$ cat src/rtl/tohost_monitor_if.sv
// Data-memory write port as seen by the tohost monitor.
// The core (or bench) drives the master side; the monitor only listens.
interface tohost_monitor_if;
    logic [3:0]  mem_write_en;
    logic [31:0] mem_addr;
    logic [31:0] write_data;

    modport master (output mem_write_en, output mem_addr, output write_data);
    modport slave  (input  mem_write_en, input  mem_addr, input  write_data);
endinterface

$ cat src/rtl/tohost_monitor.sv
// Watches dmem stores to the riscv-tests tohost word and reports pass/fail/timeout.
// All status is sticky until reset and comes straight from registers.
module tohost_monitor #(
    parameter logic [31:0] TOHOST_ADDR    = 32'h0000_1000,
    parameter int          TIMEOUT_CYCLES = 1500,
    parameter int          CNT_WIDTH      = 32
) (
    input  logic                 sys_clk,
    input  logic                 sys_rst_n,
    tohost_monitor_if.slave      bus,
    output logic                 done,
    output logic                 pass,
    output logic                 fail,
    output logic                 timeout,
    output logic                 bad_write,
    output logic [30:0]          test_num,
    output logic [31:0]          tohost_value,
    output logic [CNT_WIDTH-1:0] cycle_count,
    output logic [CNT_WIDTH-1:0] store_count
);

    typedef enum logic [1:0] {
        ST_RUN     = 2'd0,
        ST_PASS    = 2'd1,
        ST_FAIL    = 2'd2,
        ST_TIMEOUT = 2'd3
    } state_t;

    localparam logic [CNT_WIDTH-1:0] LAST_RUN_CYCLE = CNT_WIDTH'(TIMEOUT_CYCLES - 1);
    localparam logic [CNT_WIDTH-1:0] CNT_ONE        = CNT_WIDTH'(1);

    state_t                state_q, state_d;
    logic                  bad_write_q, bad_write_d;
    logic [30:0]           test_num_q, test_num_d;
    logic [31:0]           tohost_value_q, tohost_value_d;
    logic [CNT_WIDTH-1:0]  cycle_count_q, cycle_count_d;
    logic [CNT_WIDTH-1:0]  store_count_q, store_count_d;

    logic store_ev;
    logic hit;

    assign store_ev = |bus.mem_write_en;
    assign hit      = store_ev && (bus.mem_addr[31:2] == TOHOST_ADDR[31:2]);

    always_comb begin
        state_d        = state_q;
        bad_write_d    = bad_write_q;
        test_num_d     = test_num_q;
        tohost_value_d = tohost_value_q;
        cycle_count_d  = cycle_count_q;
        store_count_d  = store_count_q;

        if (state_q == ST_RUN) begin
            if (cycle_count_q != '1)
                cycle_count_d = cycle_count_q + CNT_ONE;
            if (store_ev && (store_count_q != '1))
                store_count_d = store_count_q + CNT_ONE;

            // Terminal tohost writes are checked before the watchdog so a hit wins a tie.
            if (hit && (bus.mem_write_en != 4'hF)) begin
                state_d     = ST_FAIL;
                bad_write_d = 1'b1;
                test_num_d  = '0;
            end else if (hit && (bus.write_data == 32'd1)) begin
                state_d        = ST_PASS;
                tohost_value_d = bus.write_data;
            end else if (hit && bus.write_data[0]) begin
                state_d        = ST_FAIL;
                test_num_d     = bus.write_data[31:1];
                tohost_value_d = bus.write_data;
            end else begin
                if (hit)
                    tohost_value_d = bus.write_data;
                if (cycle_count_q == LAST_RUN_CYCLE)
                    state_d = ST_TIMEOUT;
            end
        end
    end

    always_ff @(posedge sys_clk) begin
        if (!sys_rst_n) begin
            state_q        <= ST_RUN;
            bad_write_q    <= 1'b0;
            test_num_q     <= '0;
            tohost_value_q <= '0;
            cycle_count_q  <= '0;
            store_count_q  <= '0;
        end else begin
            state_q        <= state_d;
            bad_write_q    <= bad_write_d;
            test_num_q     <= test_num_d;
            tohost_value_q <= tohost_value_d;
            cycle_count_q  <= cycle_count_d;
            store_count_q  <= store_count_d;
        end
    end

    assign pass         = (state_q == ST_PASS);
    assign fail         = (state_q == ST_FAIL);
    assign timeout      = (state_q == ST_TIMEOUT);
    assign done         = (state_q != ST_RUN);
    assign bad_write    = bad_write_q;
    assign test_num     = test_num_q;
    assign tohost_value = tohost_value_q;
    assign cycle_count  = cycle_count_q;
    assign store_count  = store_count_q;

endmodule

$ cat src/flat_wrapper.sv
// flat-port wrapper written by rule: the top's interface ports become plain ports
module tohost_monitor_flat 
#(
    parameter logic [31:0] TOHOST_ADDR    = 32'h0000_1000,
    parameter int          TIMEOUT_CYCLES = 1500,
    parameter int          CNT_WIDTH      = 32
)
  (sys_clk, sys_rst_n, done, pass, fail, timeout, bad_write, test_num, tohost_value, cycle_count, store_count, bus_mem_write_en, bus_mem_addr, bus_write_data);
  tohost_monitor_if bus_i ();
  input  logic sys_clk;
  input  logic sys_rst_n;
  output logic done;
  output logic pass;
  output logic fail;
  output logic timeout;
  output logic bad_write;
  output logic [30:0] test_num;
  output logic [31:0] tohost_value;
  output logic [CNT_WIDTH-1:0] cycle_count;
  output logic [CNT_WIDTH-1:0] store_count;
  input wire logic [$bits(bus_i.mem_write_en)-1:0] bus_mem_write_en;
  input wire logic [$bits(bus_i.mem_addr)-1:0] bus_mem_addr;
  input wire logic [$bits(bus_i.write_data)-1:0] bus_write_data;
  assign bus_i.mem_write_en = bus_mem_write_en;
  assign bus_i.mem_addr = bus_mem_addr;
  assign bus_i.write_data = bus_write_data;
  tohost_monitor #(.TOHOST_ADDR(TOHOST_ADDR), .TIMEOUT_CYCLES(TIMEOUT_CYCLES), .CNT_WIDTH(CNT_WIDTH)) u_core (.sys_clk(sys_clk), .sys_rst_n(sys_rst_n), .bus(bus_i), .done(done), .pass(pass), .fail(fail), .timeout(timeout), .bad_write(bad_write), .test_num(test_num), .tohost_value(tohost_value), .cycle_count(cycle_count), .store_count(store_count));
endmodule
$ cat config.mk
export PLATFORM = sky130hd
export DESIGN_NAME = tohost_monitor_flat
export DESIGN_NICKNAME = d
export VERILOG_FILES = /design/src/rtl/tohost_monitor_if.sv /design/src/rtl/tohost_monitor.sv /design/src/flat_wrapper.sv
export SDC_FILE = /design/constraint.sdc
export NUM_CORES = 1
export LEC_CHECK = 0
export ABC_CLOCK_PERIOD_IN_PS = 3000
export CAP_MARGIN = 20
export CORE_MARGIN = 8
export CORE_UTILIZATION = 46
export CTS_CLUSTER_DIAMETER = 40
export DETAILED_ROUTE_END_ITERATION = 8
export PLACE_DENSITY_LB_ADDON = 0.15
export RECOVER_POWER = 50
export SKIP_LAST_GASP = 1
export SYNTH_ARGS = -nofsm -noshare
export SYNTH_HDL_FRONTEND = slang
export SYNTH_SLANG_ARGS = --single-unit
export TNS_END_PERCENT = 50
$ cat constraint.sdc
create_clock -name sys_clk -period 3 [get_ports sys_clk]
set_input_delay 0.6 -clock sys_clk [delete_from_list [all_inputs] [get_ports sys_clk]]
set_output_delay 0.6 -clock sys_clk [all_outputs]
set_load 0.02 [all_outputs]
* After elaboration in Yosys (flattened, before gate mapping) *
Cells that the tools add are included.

word-level totals
  register bits after elaboration = 130
  bits in latches = 0
  bits in writable memories = 0
  memory bits (read-only) = 0
  output and inout bits = 132
  logic and storage cells = 46
  memories kept = 0

cells by class
  add/sub/neg operators = 2
  $mul = 0
  div/mod/pow operators = 0
  order comparisons = 0
  equal/unequal tests = 10
  shift operators = 0
  multiplexer cells = 10
  bitwise logic cells = 1
  reduce and logical (&&, ||, !) cells = 17

operators with widths
  cell                     count
  $mux W32                 3
  $mux W31                 3
  $add A32 B1 Y32 const B  2
  $ne A32 B32 Y1 const B   2
  $eq A32 B1 Y1 const B    1
  $eq A32 B11 Y1 const B   1
  $eq A30 B11 Y1 const B   1
  $mux W2                  4
  $reduce_and A2 Y1        4
  $reduce_and A3 Y1        2
  $logic_and A1 B1 Y1      5
  $eq A2 B2 Y1 const B     2
  $ne A4 B4 Y1 const B     1
  $reduce_bool A2 Y1       2
  $reduce_bool A4 Y1       1
  $reduce_or A4 Y1         1
  $reduce_bool A3 Y1       1
  $eq A2 B1 Y1 const B     1
  $logic_not A2 Y1         1
  $ne A2 B1 Y1 const B     1
  $not A1 Y1               1

* Depth between registers and ports, before layout *
  word-level depth = 6
  depth in mapped cells = 8

* Worst setup path after synthesis *
OpenSTA, ideal clock, no wires.

  path kind = input to register
  from = in bus_mem_addr[8]
  to = reg u_core.test_num_q[0], in the netlist u_core.test_num[0]
  library setup time = 0.072 ns
  data arrival time = 2.191 ns
  data required time = 2.928 ns
  slack = 0.737 ns
  stages on the path = 6
  cells stage by stage = or4_1 nor3_1 nand4_1 a21oi_2 buf_4 mux2i_1

between the ends
  cells in the longest elaborated chain, start to end = 5
  elaborated cells between the ends (all ways) = 9
  those cells by class = 2 x eq/ne; 1 x mux; 6 x reduce/logical

RTL lines
  what                                                                 RTL line                                                          source
  from (decl)                                                          flat_wrapper.sv:22                                                input wire logic [$bits(bus_i.mem_addr)-1:0] bus_mem_addr;
  $eq A30 B11 Y1 *                                                     tohost_monitor.sv:43                                              assign hit = store_ev && (bus.mem_addr[31:2] == TOHOST_ADDR[31:2]);
  $logic_and A1 B1 Y1 *                                                tohost_monitor.sv:43
  $logic_and A1 B1 Y1, on equally long branches                        tohost_monitor.sv:64, tohost_monitor.sv:60, tohost_monitor.sv:67
  $ne A2 B1 Y1 (no line) / $reduce_bool A2 Y1 (equally long branches)  -
  $reduce_and A3 Y1 (no line)                                          -
  to (signal assigned)                                                 tohost_monitor.sv:91                                              test_num_q <= test_num_d;
  to (decl)                                                            tohost_monitor.sv:34                                              logic [30:0] test_num_q, test_num_d;

Mark *: on every way between the ends. The rest lies on a longest branch, timed or not.
A chain may end at the register's enable or synchronous reset.

* Worst setup path after layout *
  from = reg u_core.store_count_q[12], in the netlist u_core.store_count[12]
  to = reg u_core.store_count_q[6], in the netlist u_core.store_count[6]

between the ends
  cells in the longest elaborated chain, start to end = 3

RTL lines
  what                         RTL line              source
  from (decl)                  tohost_monitor.sv:37  logic [CNT_WIDTH-1:0] store_count_q, store_count_d;
  from (signal assigned)       tohost_monitor.sv:94  store_count_q <= store_count_d;
  $ne A32 B32 Y1               tohost_monitor.sv:56  if (store_ev && (store_count_q != '1))
  $logic_and A1 B1 Y1          tohost_monitor.sv:56
  $reduce_and A2 Y1 (no line)  -

No other way between the ends.

==> qor.yml <==
drt:
  drt-initial-drc-count: 380
  routed_wl_um: 19550
  wl_per_cell_um: 17.60
  drc: 0
  dr_total_vias: 6240
  avgViaCountPerCell: 5.617
  ant_nets: 0
  drtPass1Iterations: 5
sta:
  fin_crit_ps: 2582
  setup-violations-final: 0
  finalHoldViolCount: 0
  worst_slew_pin_slew_ps: 842.3
  drv_slew: 0
  tns_ps: 0
  max_freq_ghz: 0.3873
  relSlewSlack_pct: 43.33
  rsz0062_at_grt: "no"
  fin_crit_sh_pct: 86.06
  timing.hold.ws_ps: 445.1
  fin_worst_skew_ps: 6.418
clock_tree:
  clk_pin_slew_ps: 50
  clk_latency_ps: 420
  htreeDepth: 4
  cts_tree: "done"
  post-cts-setup-buffers: 0
  ctsResizeCount: 0
  ctsHoldBuffers: 0
  cts.sinks: 130
  cts_buffer_depth: 2
  cts-root-buf: "clkbuf_16"
  cts_buffers: 17
critical_path:
  cpPeakStageDelay_ps: 690
  startpoint_type: "flip-flop"
  critPathSlowestCell: "or4_4"
  cp.required_ps: 3260
  cp_max_fo: 17
  r2r-start: "u_core.store_count[12]"
  arrival_ps: 2850
  endpoint_kind: "flip-flop"
  cp-startpoint: "u_core.store_count[12]"
  path_cells: "nand3_1 -> or4_4 -> o31ai_4 -> or4_2 -> a21oi_1"
  worstSetupPathType: "reg2reg"
grt:
  grt_pass1_wl_um: 32110
  track_usage_pct: 22.46
  grt_pass1_vias: 6355
  gr-total-overflow: 0
  grt_max_degree: 72
  antenna_found_initial: 0
finish:
  insertedDiodeCount: 0
  area_growth_pct: 45.45
  final_design_area_no_fill_mm2: 0.008870
  drive_above_1_share_pct: 8.235
  layout.nets: 994
  num-fill-cells: 1013
  fin_cells: 1111
synthesis:
  synth_area_leaders: "dfxtp_1, nand2_1, mux2i_1"
  synth_common_cells: "nand2_1, dfxtp_1, a21oi_1"
  synth.cell_area_mm2: 0.006098
  netlist.area_leader.share_pct: 42.68
  syn-instance-count: 732
  synth-edff-count: 0
  yosysTopAreaCell: "dfxtp_1"
  synth_flop_cell: "dfxtp_1"
  ys_ff_latch: 130
  syn_avg_cell_area_um2: 8.331
  post-synth-top-count-cell: "nand2_1"
  yosysWarnings: 0
  async_reset_ff_share_pct: 0
  synthDistinctLibCells: 62
  syn_nets: 804
  yosysSeqAreaShare_pct: 42.68
run_status:
  status: "finished clean"
floorplanning:
  die_area_mm2: 0.01720
  start_util_pct: 46.61
  rows: 42
  io_pins: 202
  fp.dieW_um: 131.1
  die_h_um: 131.1
  core_area_mm2: 0.01309
placed_design:
  placed_cells: 1079
  postPlaceCellArea_mm2: 0.008232
  place.gp.congestion: 0.8786
  dp.final_hpwl_um: 14230
  io_buffers: 199
power:
  leakagePower_nw: 3.359
  power_density_mw_per_mm2: 476.7
  total_power_mw: 4.228
  ir_drop_mv: 0.3701
min_path:
  hold_class: "reg2reg"
  hold_start: "u_core.tohost_value[9]"
run:
  max_cap_violations: 0
[stage by stage]
| stage | setup WS, ps | util, % |
|---|---|---|
| 2_1_floorplan | 736.9 | - |
| 3_3_place_gp | 187.5 | 62.91 |
| 3_5_place_dp | 144.7 | 62.91 |
| 4_1_cts | 437.3 | 67.83 |
| 5_1_grt | 203.9 | 67.79 |
| 6_report | 418.1 | 67.79 |
[routing by layer]
| metal | track usage, % | part of all wire (%) |
|---|---|---|
| met3 | 9.261 | 8.9 |
| met2 | 38.99 | 50 |
| met1 | 23.91 | 39 |
| met5 | 0 | 0 |
| met4 | 8.328 | 1.6 |
[cell type report]
type,instances,area [µm²],area share (%)
clock inverters,10,180.2,2.031
inverters,13,48.80,0.5501
flip-flops and latches,130,2603,29.34
multi-input cells,551,3267,36.83
clock buffers,22,464.2,5.233
well taps,176,220.2,2.483
repair buffers,209,2087,23.53
[worst max-delay path, delay by kind of cell (launching register included)]
| family | cells | cell delay, ps |
|---|---|---|
| AND/OR/NAND/NOR | 3 | 1320 |
| AO/OA/AOI/OAI | 2 | 700 |
| flip-flops | 1 | 410 |
[where the power goes]
group | total [mW] | internal (mW) | switching [mW] | leakage, nW
Clock | 2.26 | 1.51 | 0.743 | 0.310
Combinational | 0.223 | 0.112 | 0.111 | 2.00
Sequential | 1.75 | 1.74 | 0.0140 | 1.05
[placed cells by master (no fill, tap or decap), types with 4 or more instances in the layout]
cell type / instances
mux2i_1: 46
or3_2: 5
buf_4: 8
clkbuf_16: 17
or3_1: 19
nand2b_1: 13
a21oi_1: 60
or4_1: 11
nand3_1: 30
dfxtp_1: 130
bufinv_16: 5
and4_1: 10
nor4_1: 27
nand2_1: 174
inv_1: 11
a21oi_2: 4
clkdlybuf4s50_1: 73
xnor2_1: 8
nor3_1: 10
o31ai_1: 9
xor2_1: 4
dlygate4sd3_1: 125
o21ai_0: 21
nand4_1: 21
nor2_1: 22
[state kept, by name, summed over array words and instances, names as in the netlist]
register / flops
u_core.store_count: 32
u_core.tohost_value: 32
u_core.cycle_count: 32
u_core.state_q: 2
u_core.test_num: 31
u_core.bad_write: 1
[final timing paths]
path	slack, ps	cells past startpoint	end
max	420	5	u_core.store_count[6]
min reg2reg	450	2	u_core.tohost_value[9]
max reg2reg	420	5	u_core.store_count[6]
min	450	2	u_core.tohost_value[9]
[kinds of logic (layout without fill, tap and decap cells)]
logic type	count (synthesis)	after routing	synth area share [%]
and+or+nand+nor	369	369	31.00
AOI/OAI and AO/OA	122	122	12.74
muxes	46	46	7.550
adders and majority gates	2	2	0.4103
DFF	130	130	42.68
buffers and inverters	51	254	3.898
xor gates and xnor gates	12	12	1.723
No activity file was read; power rests on OpenSTA's default activity.
